[config.mk]
export PLATFORM = sky130hd
export DESIGN_NAME = pipe_skid_reg
export DESIGN_NICKNAME = d
export VERILOG_FILES = /design/src/rtl/pipe_skid_reg.sv
export SDC_FILE = /design/constraint.sdc
export NUM_CORES = 1
export LEC_CHECK = 0
export ABC_CLOCK_PERIOD_IN_PS = 2300
export CAP_MARGIN = 20
export CORE_MARGIN = 1.5
export CORE_UTILIZATION = 45
export CTS_BUF_LIST = sky130_fd_sc_hd__clkbuf_4
export CTS_CLUSTER_DIAMETER = 80
export CTS_CLUSTER_SIZE = 28
export DETAILED_ROUTE_END_ITERATION = 12
export HOLD_SLACK_MARGIN = 0.02
export PLACE_DENSITY = 0.73
export SLEW_MARGIN = 20
export SYNTH_ARGS = -nofsm -noshare
export SYNTH_HDL_FRONTEND = slang
export SYNTH_SLANG_ARGS = --single-unit
export TNS_END_PERCENT = 20
[constraint.sdc]
create_clock -name clk -period 2.3 [get_ports clk]
set_input_delay 0.69 -clock clk [delete_from_list [all_inputs] [get_ports clk]]
set_output_delay 0.69 -clock clk [all_outputs]
set_load 0.005 [all_outputs]
[src/rtl/pipe_skid_reg.sv]
// -----------------------------------------------------------------------------
// pipe_skid_reg
//
// Two-entry pipeline register with a skid slot. The main register always
// drives the output, and the skid register catches the one entry that can
// arrive after the downstream stalls. Both ready/valid outputs are decoded from
// registered state only, so neither handshake has a combinational path through
// this block. A synchronous flush kills held and incoming entries. A saturating
// counter records the number of cycles in which the downstream stage stalled.
// -----------------------------------------------------------------------------
module pipe_skid_reg #(
    parameter int CTRL_W           = 4,
    parameter int DATA_W           = 101,
    parameter bit CTRL_BUBBLE_ZERO = 1'b1,
    parameter int CNT_W            = 16
) (
    input  logic              clk,
    input  logic              rst,        // asynchronous, active-low
    // upstream
    input  logic              in_valid,
    output logic              in_ready,
    input  logic [CTRL_W-1:0] in_ctrl,
    input  logic [DATA_W-1:0] in_data,
    input  logic              flush,
    // downstream
    output logic              out_valid,
    input  logic              out_ready,
    output logic [CTRL_W-1:0] out_ctrl,
    output logic [DATA_W-1:0] out_data,
    // status
    output logic [1:0]        occupancy,
    output logic [CNT_W-1:0]  stall_cnt
);

    // The state encoding equals the number of held entries, so occupancy is
    // the state register itself.
    localparam logic [1:0] ST_EMPTY = 2'd0;
    localparam logic [1:0] ST_ONE   = 2'd1;
    localparam logic [1:0] ST_FULL  = 2'd2;

    localparam logic [CNT_W-1:0] STALL_MAX = '1;

    logic [1:0]        state_q,     state_d;
    logic [CTRL_W-1:0] main_ctrl_q, main_ctrl_d;
    logic [DATA_W-1:0] main_data_q, main_data_d;
    logic [CTRL_W-1:0] skid_ctrl_q, skid_ctrl_d;
    logic [DATA_W-1:0] skid_data_q, skid_data_d;
    logic [CNT_W-1:0]  stall_cnt_q, stall_cnt_d;

    logic in_fire;
    logic out_fire;
    logic stalled;

    // Handshake decode: both readiness flags come straight from state_q.
    assign in_ready  = (state_q != ST_FULL);
    assign out_valid = (state_q != ST_EMPTY);
    assign in_fire   = in_valid & in_ready;
    assign out_fire  = out_valid & out_ready;
    assign stalled   = out_valid & ~out_ready;

    // Next-state and datapath selection for the main/skid pair.
    always_comb begin
        // NOTE: every variable gets a default before any branch, so no path
        // leaves it unassigned and no latch is inferred.
        state_d     = state_q;
        main_ctrl_d = main_ctrl_q;
        main_data_d = main_data_q;
        skid_ctrl_d = skid_ctrl_q;
        skid_data_d = skid_data_q;

        case (state_q)
            ST_EMPTY: begin
                if (in_fire) begin
                    state_d     = ST_ONE;
                    main_ctrl_d = in_ctrl;
                    main_data_d = in_data;
                end
            end
            ST_ONE: begin
                case ({in_fire, out_fire})
                    2'b11: begin
                        // Head leaves while the new entry takes its place.
                        main_ctrl_d = in_ctrl;
                        main_data_d = in_data;
                    end
                    2'b10: begin
                        // Downstream stalled: park the new entry in skid.
                        state_d     = ST_FULL;
                        skid_ctrl_d = in_ctrl;
                        skid_data_d = in_data;
                    end
                    2'b01: begin
                        state_d = ST_EMPTY;
                    end
                    default: begin
                    end
                endcase
            end
            ST_FULL: begin
                // in_ready is low here, so only the output side can move.
                if (out_fire) begin
                    state_d     = ST_ONE;
                    main_ctrl_d = skid_ctrl_q;
                    main_data_d = skid_data_q;
                end
            end
            default: begin
                // Unreachable encoding: recover to a clean empty pipe.
                state_d = ST_EMPTY;
            end
        endcase

        // Flush wins over every transition. An out_fire this cycle has already
        // completed on the wire; anything accepted this cycle is dropped, and
        // the registers keep their contents so out_data holds its last value.
        if (flush) begin
            state_d     = ST_EMPTY;
            main_ctrl_d = main_ctrl_q;
            main_data_d = main_data_q;
            skid_ctrl_d = skid_ctrl_q;
            skid_data_d = skid_data_q;
        end
    end

    // Saturating count of downstream-stall cycles; flush does not clear it.
    always_comb begin
        stall_cnt_d = stall_cnt_q;
        if (stalled && (stall_cnt_q != STALL_MAX)) begin
            stall_cnt_d = stall_cnt_q + 1'b1;
        end
    end

    // State, payload and counter registers with asynchronous active-low reset.
    always_ff @(posedge clk or negedge rst) begin
        if (!rst) begin
            state_q     <= ST_EMPTY;
            // NOTE: payload registers are reset too, so out_data and the skid
            // slot read as zero after reset rather than as unknown values.
            main_ctrl_q <= '0;
            main_data_q <= '0;
            skid_ctrl_q <= '0;
            skid_data_q <= '0;
            stall_cnt_q <= '0;
        end else begin
            // NOTE: non-blocking assignments make every flop sample the
            // pre-edge value of its _d, independent of statement order.
            state_q     <= state_d;
            main_ctrl_q <= main_ctrl_d;
            main_data_q <= main_data_d;
            skid_ctrl_q <= skid_ctrl_d;
            skid_data_q <= skid_data_d;
            stall_cnt_q <= stall_cnt_d;
        end
    end

    // Output drive: control is blanked during bubbles, data holds its value.
    assign out_ctrl  = (CTRL_BUBBLE_ZERO && !out_valid) ? '0 : main_ctrl_q;
    assign out_data  = main_data_q;
    assign occupancy = state_q;
    assign stall_cnt = stall_cnt_q;

endmodule

Word level (Yosys, flattened, before mapping)
Index checks and enable logic that the tools add are counted.

Bits in registers: 228.

Add/subtract/negate cells: 1. Bitwise operators: 5. Reductions and logical operators: 7. Equality and inequality tests: 13. Mux-type cells: 14.

Operator list (count): $mux W101 (3); $pmux W101 S3 (1); $add A16 B1 Y16 const B (1); $mux W4 (4); $ne A16 B16 Y1 const B (1); $pmux W4 S3 (1); $eq A2 B2 Y1 const B (3); $mux W2 (3); $ne A2 B2 Y1 const B (3); $ne A3 B3 Y1 const B (2); $pmux W2 S3 (1); $reduce_and A3 Y1 (2); $reduce_and A5 Y1 (1); $eq A2 B1 Y1 const B (2); $ne A4 B3 Y1 const B (1); $pmux W2 S2 (1); $and A1 B1 Y1 (3); $reduce_bool A3 Y1 (1); $logic_not A2 Y1 (1); $ne A2 B1 Y1 const B (1); $not A1 Y1 (2); $reduce_bool A2 Y1 (1); $logic_and A1 B1 Y1 (1).

Depth between registers and ports, before layout
Word-level depth: 6. Mapped depth: 6.

Worst setup path before layout
Ideal clock, no wire load.

Path kind: input-to-reg. From: in in_valid. To: reg skid_ctrl_q[0]. Path buffers: 2. Setup time: 125 ps. Data arrival time: 1909 ps. Cell stages on the path: 5. Setup slack: 266 ps. Cells stage by stage: nor2b_1 -> nor3b_2 -> buf_2 -> buf_4 -> mux2_2.

Word-level cells in the longest chain between the ends: 3.

Ends and longest elaborated chain: start: declaration (line 20) `input logic in_valid,`; $and A1 B1 Y1 (line 57) `assign in_fire = in_valid & in_ready;`; $eq A2 B2 Y1 (line 80) `case ({in_fire, out_fire})`; $reduce_and A3 Y1 (no line); end signal: assignment (line 150) `skid_ctrl_q <= skid_ctrl_d;`; end: declaration (line 46) `logic [CTRL_W-1:0] skid_ctrl_q, skid_ctrl_d;`.

Every way passes these cells. A chain may end at the register's enable or synchronous reset.

Worst setup path after layout
From: reg state_q[1], in the netlist occupancy[1]. To: out in_ready.

Word-level cells in the longest chain between the ends: 1.

Ends and longest elaborated chain: start: declaration (line 43) `logic [1:0] state_q, state_d;`; start signal: assignment (line 147) `state_q <= state_d;`; $ne A2 B2 Y1 (line 55) `assign in_ready = (state_q != ST_FULL);`; end: declaration (line 21) `output logic in_ready,`.

Every way passes these cells.

==> reports/metrics.yaml <==
run_status:
  status: "complete, but fails checks"
  failed_checks: "setup timing"
route:
  vias: 6346
  vias_per_cell: 5.21
  drc: 0
  drt-pass1-iter-count: 4
  routed_wl_mm: 23.0
  antenna_left: 0
  drt_iter0_drc: 163
  wire_per_inst_um: 18.9
synthesis:
  avgSynthCellArea_um2: 15.3
  synth-edff-count: 0
  synth_commonest_cells: "mux2_2 (309), dfrtp_1 (228), buf_2 (21)"
  synth_area_um2: 9980
  syn_inst: 654
  ys_ff_latch: 228
  async_flop_share_pct: 100
  synthTopCellsByArea: "dfrtp_1 (57%), mux2_2 (35%), mux2_1 (1.1%), buf_2 (1.1%), xor2_1 (0.88%)"
  synth_flop_cell: "dfrtp_1"
  synth_most_common_cell: "mux2_2"
  synth_cell_types: 34
  synthesis.nets: 765
  yosysSeqAreaShare_pct: 57.1
  synth_area_leader_cell: "dfrtp_1"
  netlist.area_leader.share_pct: 57.1
  synth_warnings: 0
floorplanning:
  core_area_um2: 21800
  start_util_pct: 45.8
  io_pins: 235
  die_width_um: 152
  die_area_um2: 23100
  die-height_um: 152
  num_rows: 54
pwr:
  ir_drop_uv: 414
  switchingPower_mw: 2.63
  p_comb_share_pct: 26.0
  p_int_mw: 6.88
  switching_share_pct: 27.6
  p_clk_share_pct: 16.9
  p_leak_nw: 5.87
  pwr_density_cell_nw_per_um2: 716
  p_seq_share_pct: 57.1
setup_path:
  worst_r2r_path_depth: 8
  arrival_ns: 1.62
  worst_ep_required_time_ns: 1.61
  critPathCaptureType: "output pin"
  path_class: "flop to output pin"
  startpoint: "occupancy[1]"
  cp-start-kind: "flop"
  r2r-start: "occupancy[1]"
  r2r-end: "out_data[22]"
  crit_path_max_fanout: 2
  rrSetupSlack_ns: 0.11
  endpoint: "in_ready"
sta:
  period_share_pct: 100
  rsz0062_at_grt: "yes"
  layout_min_cycle_time_ns: 2.31
  slew_viol_final: 0
  setup_tns_ns: -0.0113
  fin_skew_ns: 0.0362
  slew_headroom_pct: 63.0
  fmax_mhz: 433
  setup_viol: 1
  hold_slack_ns: 0.488
  worst_slew_pin_slew_ns: 0.550
  worst_slack_ns: -0.0113
  hold_viol: 0
placed_design:
  place_ws_ns: -0.366
  gp_congestion: 0.820
  hpwl_mm: 16.3
  io_buffer_count: 234
global_route:
  grt.total_usage_pct: 20.0
  grt_max_degree: 56
  grt_pass1_vias: 6949
  grt_pass1_wl_mm: 37.8
  antenna_found_initial: 2
  overflow: 0
clocking:
  clkTransAtPathRegs_ns: 0.25
  clk_latency_ns: 0.66
  h-tree-depth: 1
  clock-root-buffer: "clkbuf_4"
  cts_buffer_depth: 3
  cts_made_buffers: 13
  cts.sink_count: 228
  cts_tree: "done"
worst_hold_path:
  holdCritPathClass: "primary input to async pin"
layout:
  nets: 1042
  layout-drive-gt1-share_pct: 44.1
  area_growth_pct: 33.0
flow_run:
  cap_violations: 0
==> flip-flops by register name, indices dropped and copies added (netlist names) <==
register	cells
occupancy	2
skid_ctrl_q	4
out_data	101
main_ctrl_q	4
skid_data_q	101
stall_cnt	16
==> worst max-delay path, stage by stage (launching register included) <==
cell and delay, ns:
dfrtp_2 0.49, buf_6 0.13, buf_6 0.11, nor2b_4 0.12
inv_1 0.04, buf_2 0.10
==> power by group through the flow <==
| stage | clock network, mW | registers, mW | logic, mW |
|---|---|---|---|
| floorplan | 0 | 5.47 | 1.13 |
| global placement | 0 | 5.50 | 2.50 |
| detailed placement | 0 | 5.57 | 2.60 |
| CTS | 1.71 | 5.43 | 2.52 |
| global route | 1.84 | 5.56 | 2.67 |
| finish | 1.61 | 5.43 | 2.47 |
==> area by class of cell <==
type | instances | area [µm²]
fillers | 1707 | 8540
inverters | 4 | 15.0
repair buffers | 296 | 2930
flip-flops and latches | 228 | 5710
well taps | 280 | 350
clock inverters | 7 | 68.8
multi-input cells | 388 | 4100
clock buffers | 13 | 97.6
diodes | 2 | 5.00
==> routing by layer <==
metal,vias to the layer above,global-route usage (%),wire (µm)
met5,-,0,0
met4,0,5.64,561
met3,31,3.39,1180
met2,150,35.8,12000
met1,3269,24.8,9230
li1,2896,-,-
==> cell families after synthesis <==
logic type | share of synthesized area [%]
buffers and inverters | 2.11
AND/OR/NAND/NOR | 3.00
XOR/XNOR | 1.05
multiplexers | 36.0
AO/OA/AOI/OAI | 0.602
flip-flops | 57.1
adder cells (fa/ha/maj) | 0.125
==> timing repair <==
| item | in CTS | in global routing |
|---|---|---|
| hold buffers | 1 | 0 |
| pin swaps | 1 | 1 |
| cloned | 0 | 0 |
| gates resized for setup | 134 | 23 |
| hold endpoints to repair | 47 | 0 |
| buffers inserted | 22 | 4 |
| endpoints found under the setup margin | 109 | 24 |
==> through the flow <==
step           std cells  total power, mW  area (µm²)  util [%]
2_1_floorplan        654             6.59        9980         -
3_3_place_gp        1172             8.00       13000      59.5
3_5_place_dp        1172             8.18       13000      59.5
4_1_cts             1215             9.66       13200      60.6
5_1_grt             1218             10.1       13300      60.8
6_report            1218             9.50       13300      60.8
==> worst min path at each step <==
stage,from,end,depth (start not counted)
after floorplan,rst,main_ctrl_q[0],0
after global placement,skid_data_q[11],skid_data_q[11],1
after detailed placement,skid_data_q[66],skid_data_q[66],1
after CTS,rst,out_data[69],2
after global routing,rst,skid_data_q[74],2
final,rst,skid_data_q[74],2
==> cells in the final DEF (no fill, tap or decap), types with 3 or more instances in the layout <==
| cell | instances |
|---|---|
| xor2_1 | 10 |
| dfrtp_1 | 223 |
| nor2b_1 | 4 |
| buf_6 | 8 |
| nand2_1 | 10 |
| buf_12 | 15 |
| mux2_2 | 309 |
| dlygate4sd2_1 | 96 |
| buf_2 | 4 |
| clkbuf_4 | 13 |
| nor2_1 | 7 |
| clkdlybuf4s50_1 | 117 |
| dfrtp_2 | 5 |
| nand3_1 | 3 |
| buf_4 | 38 |
| dlymetal6s2s_1 | 12 |
| nand4_1 | 4 |
| mux2_1 | 10 |
| inv_1 | 3 |
| nor3_1 | 4 |
Note: power is estimated with default switching activity, not from simulation.
==> RTL change, RTL diff (same settings) <==
Make the reset (`rst`) synchronous in one clocked block. Comments in the files are not updated.
--- a/src/rtl/pipe_skid_reg.sv
+++ b/src/rtl/pipe_skid_reg.sv
@@ -131,7 +131,7 @@
     end
 
     // State, payload and counter registers with asynchronous active-low reset.
-    always_ff @(posedge clk or negedge rst) begin
+    always_ff @(posedge clk) begin
         if (!rst) begin
             state_q     <= ST_EMPTY;
             // NOTE: payload registers are reset too, so out_data and the skid
Check against the original RTL: differs if rst is asserted again (counterexample within 4 cycles, from zero or initial values and one cycle with rst low); with rst held inactive, the same outputs for 4 cycles.
==> RTL change against the unedited design <==
Routed wire length rose by 34%. Worst setup slack improved by 0.046 ns. Sequential cell count did not move. Critical endpoint is now out_data[1]. Global-route usage rose by 4.7 points. Final area rose by 1.1%. Synthesized area fell by 2.3%.
Power is not compared: it rests on default switching activity, and its combinational part moved more than twofold at a synthesized area within 25%.
==> RTL change: results (changes against the unedited design) <==
Worst Clk Skew - 0.0440 ns (+0.00787 ns)
CTS clk-pin slew, worst paths - 0.28 ns (+0.03 ns)
share of cells above drive strength 1 - 19.4% (-25 points)
post-synthesis cell type count - 43 (+26%)
sequential area share after synthesis - 46.8% (-10 points)
post-synthesis async set-or-reset flop share - 0% (-100 points)
HP Start - rst
Synthesized Nets - 1305 (+71%)
status - completed
H-tree depth - 1 (unchanged)
total global-route track usage - 24.7% (+4.7 points)
vias - 9767 (+54%)
Fill cells - 1817 (+6.4%)
Max IR drop VDD - 0.355 mV
routed len/inst - 18.2 µm (-3.6%)
top routing layer in use - met4
CP arrival - 2.88 ns (+1.26 ns)
reg2reg start - occupancy[1]
PortBufs - 234 (unchanged)
first-pass detailed-route iteration total - 6 (+2)
CP Launch Type - register
pin count of the biggest net entering global routing - 116 (+110%)
first-pass GRT wire length - 45500 µm (+20%)
critical-path maximum fanout - 6 (+4)
Hold Crit Class - in2reg
Longest Clk Path Bufs - 3 (unchanged)
pre-CTS WS - -0.468 ns (-0.102 ns)
M1 wire length - 13100 µm (+42%)
post-DP HPWL - 17700 µm (+8.6%)
vias in the first global route - 8877 (+28%)
CTS Root Cell - clkbuf_4
routability cong. - 0.800 (-2.5%)
cts bufs inserted - 13 (unchanged)
main area contributors after synthesis - dfxtp_1 (47%), nand2_1 (17%), a2111oi_0 (9.4%), a21oi_1 (5.9%), a31o_1 (5.3%)
Worst-Margin Slew - 0.633 ns (+0.0829 ns)
Iter 0 DRT Violations - 643 (+290%)
LEAKAGE - 5.68 nW
Yosys Warn Count - 0 (unchanged)
nets@finish - 1519 (+46%)
initial antenna violation count - 3 (+1)
met2 routed WL - 14300 µm (+19%)
met3 routed WL - 2570 µm (+120%)
Clock Latency Late Sink - 0.67 ns
synth cell count leaders - nand2_1 (429), dfxtp_1 (228), a21oi_1 (115)
-- RTL change: cell type report --
cell class	instances	share of cell area, %
Sequential cell	228	35.2
Multi-Input combinational cell	833	34.8
Timing Repair Buffer	320	25.7
Inverter	9	0.345
Clock buffer	14	0.783
Tap cell	275	2.56
Clock inverter	6	0.494
Antenna cell	4	0.0745
-- RTL change: final timing paths --
path                     end  slack [ns]  cells after the start
max              out_data[1]        0.03                     12
min          skid_data_q[10]        0.45                      3
min reg2reg  skid_data_q[60]        0.47                      2
max reg2reg      out_data[1]        0.03                     12
-- RTL change: worst max-delay path: stages (launching register included) --
cell and delay, ns:
dfxtp_4 0.43, buf_6 0.10, nor2b_4 0.18, inv_6 0.06
nand2_4 0.06, inv_4 0.04, ha_4 0.15, mux2i_4 0.15
a2bb2oi_4 0.31, or2_4 0.27, buf_12 0.16, clkbuf_16 0.15
a31o_2 0.14
-- RTL change: cells by family (layout without fill, tap and decap cells) --
kind of cell / after synthesis / after routing / synth area share [%]
buf+inv: 130 / 349 / 6.04
mux: 5 / 5 / 0.513
fa+ha+maj: 4 / 4 / 0.513
flops: 228 / 228 / 46.8
simple gates: 480 / 480 / 19.7
compound gates: 344 / 344 / 26.4
other cells: 0 / 4 / 0
-- RTL change: where the power goes --
| group | switching [mW] | internal [mW] |
|---|---|---|
| Clock | 1.30 | 0.350 |
| Combinational | 0.506 | 0.577 |
| Sequential | 0.0765 | 4.09 |
-- RTL change: what timing repair did --
item / in CTS / in global routing
gates resized for setup: 114 / 113
pin swaps: 0 / 3
setup buffers: 9 / 6
gates cloned: 0 / 11
endpoints found under the setup margin: 65 / 170
-- RTL change: per-layer routing --
layer	vias to the layer above	global-route usage (%)
li1	4660	-
met2	437	39.6
met3	51	4.33
met5	-	0
met4	0	8.09
met1	4619	33.6
-- RTL change: metrics by stage --
stage	hold WS [ns]	cells	setup TNS [ns]	util (%)	instance area, µm²
5_1_grt	0.429	1688	-1.67	63.5	13400
3_5_place_dp	0.447	1639	-64.73	59.6	12600
2_1_floorplan	0.437	1191	-3.34	-	9800
6_report	0.453	1689	0	63.5	13400
3_3_place_gp	0.442	1639	-60.72	59.6	12600
4_1_cts	0.415	1668	-0.403	61.1	12900
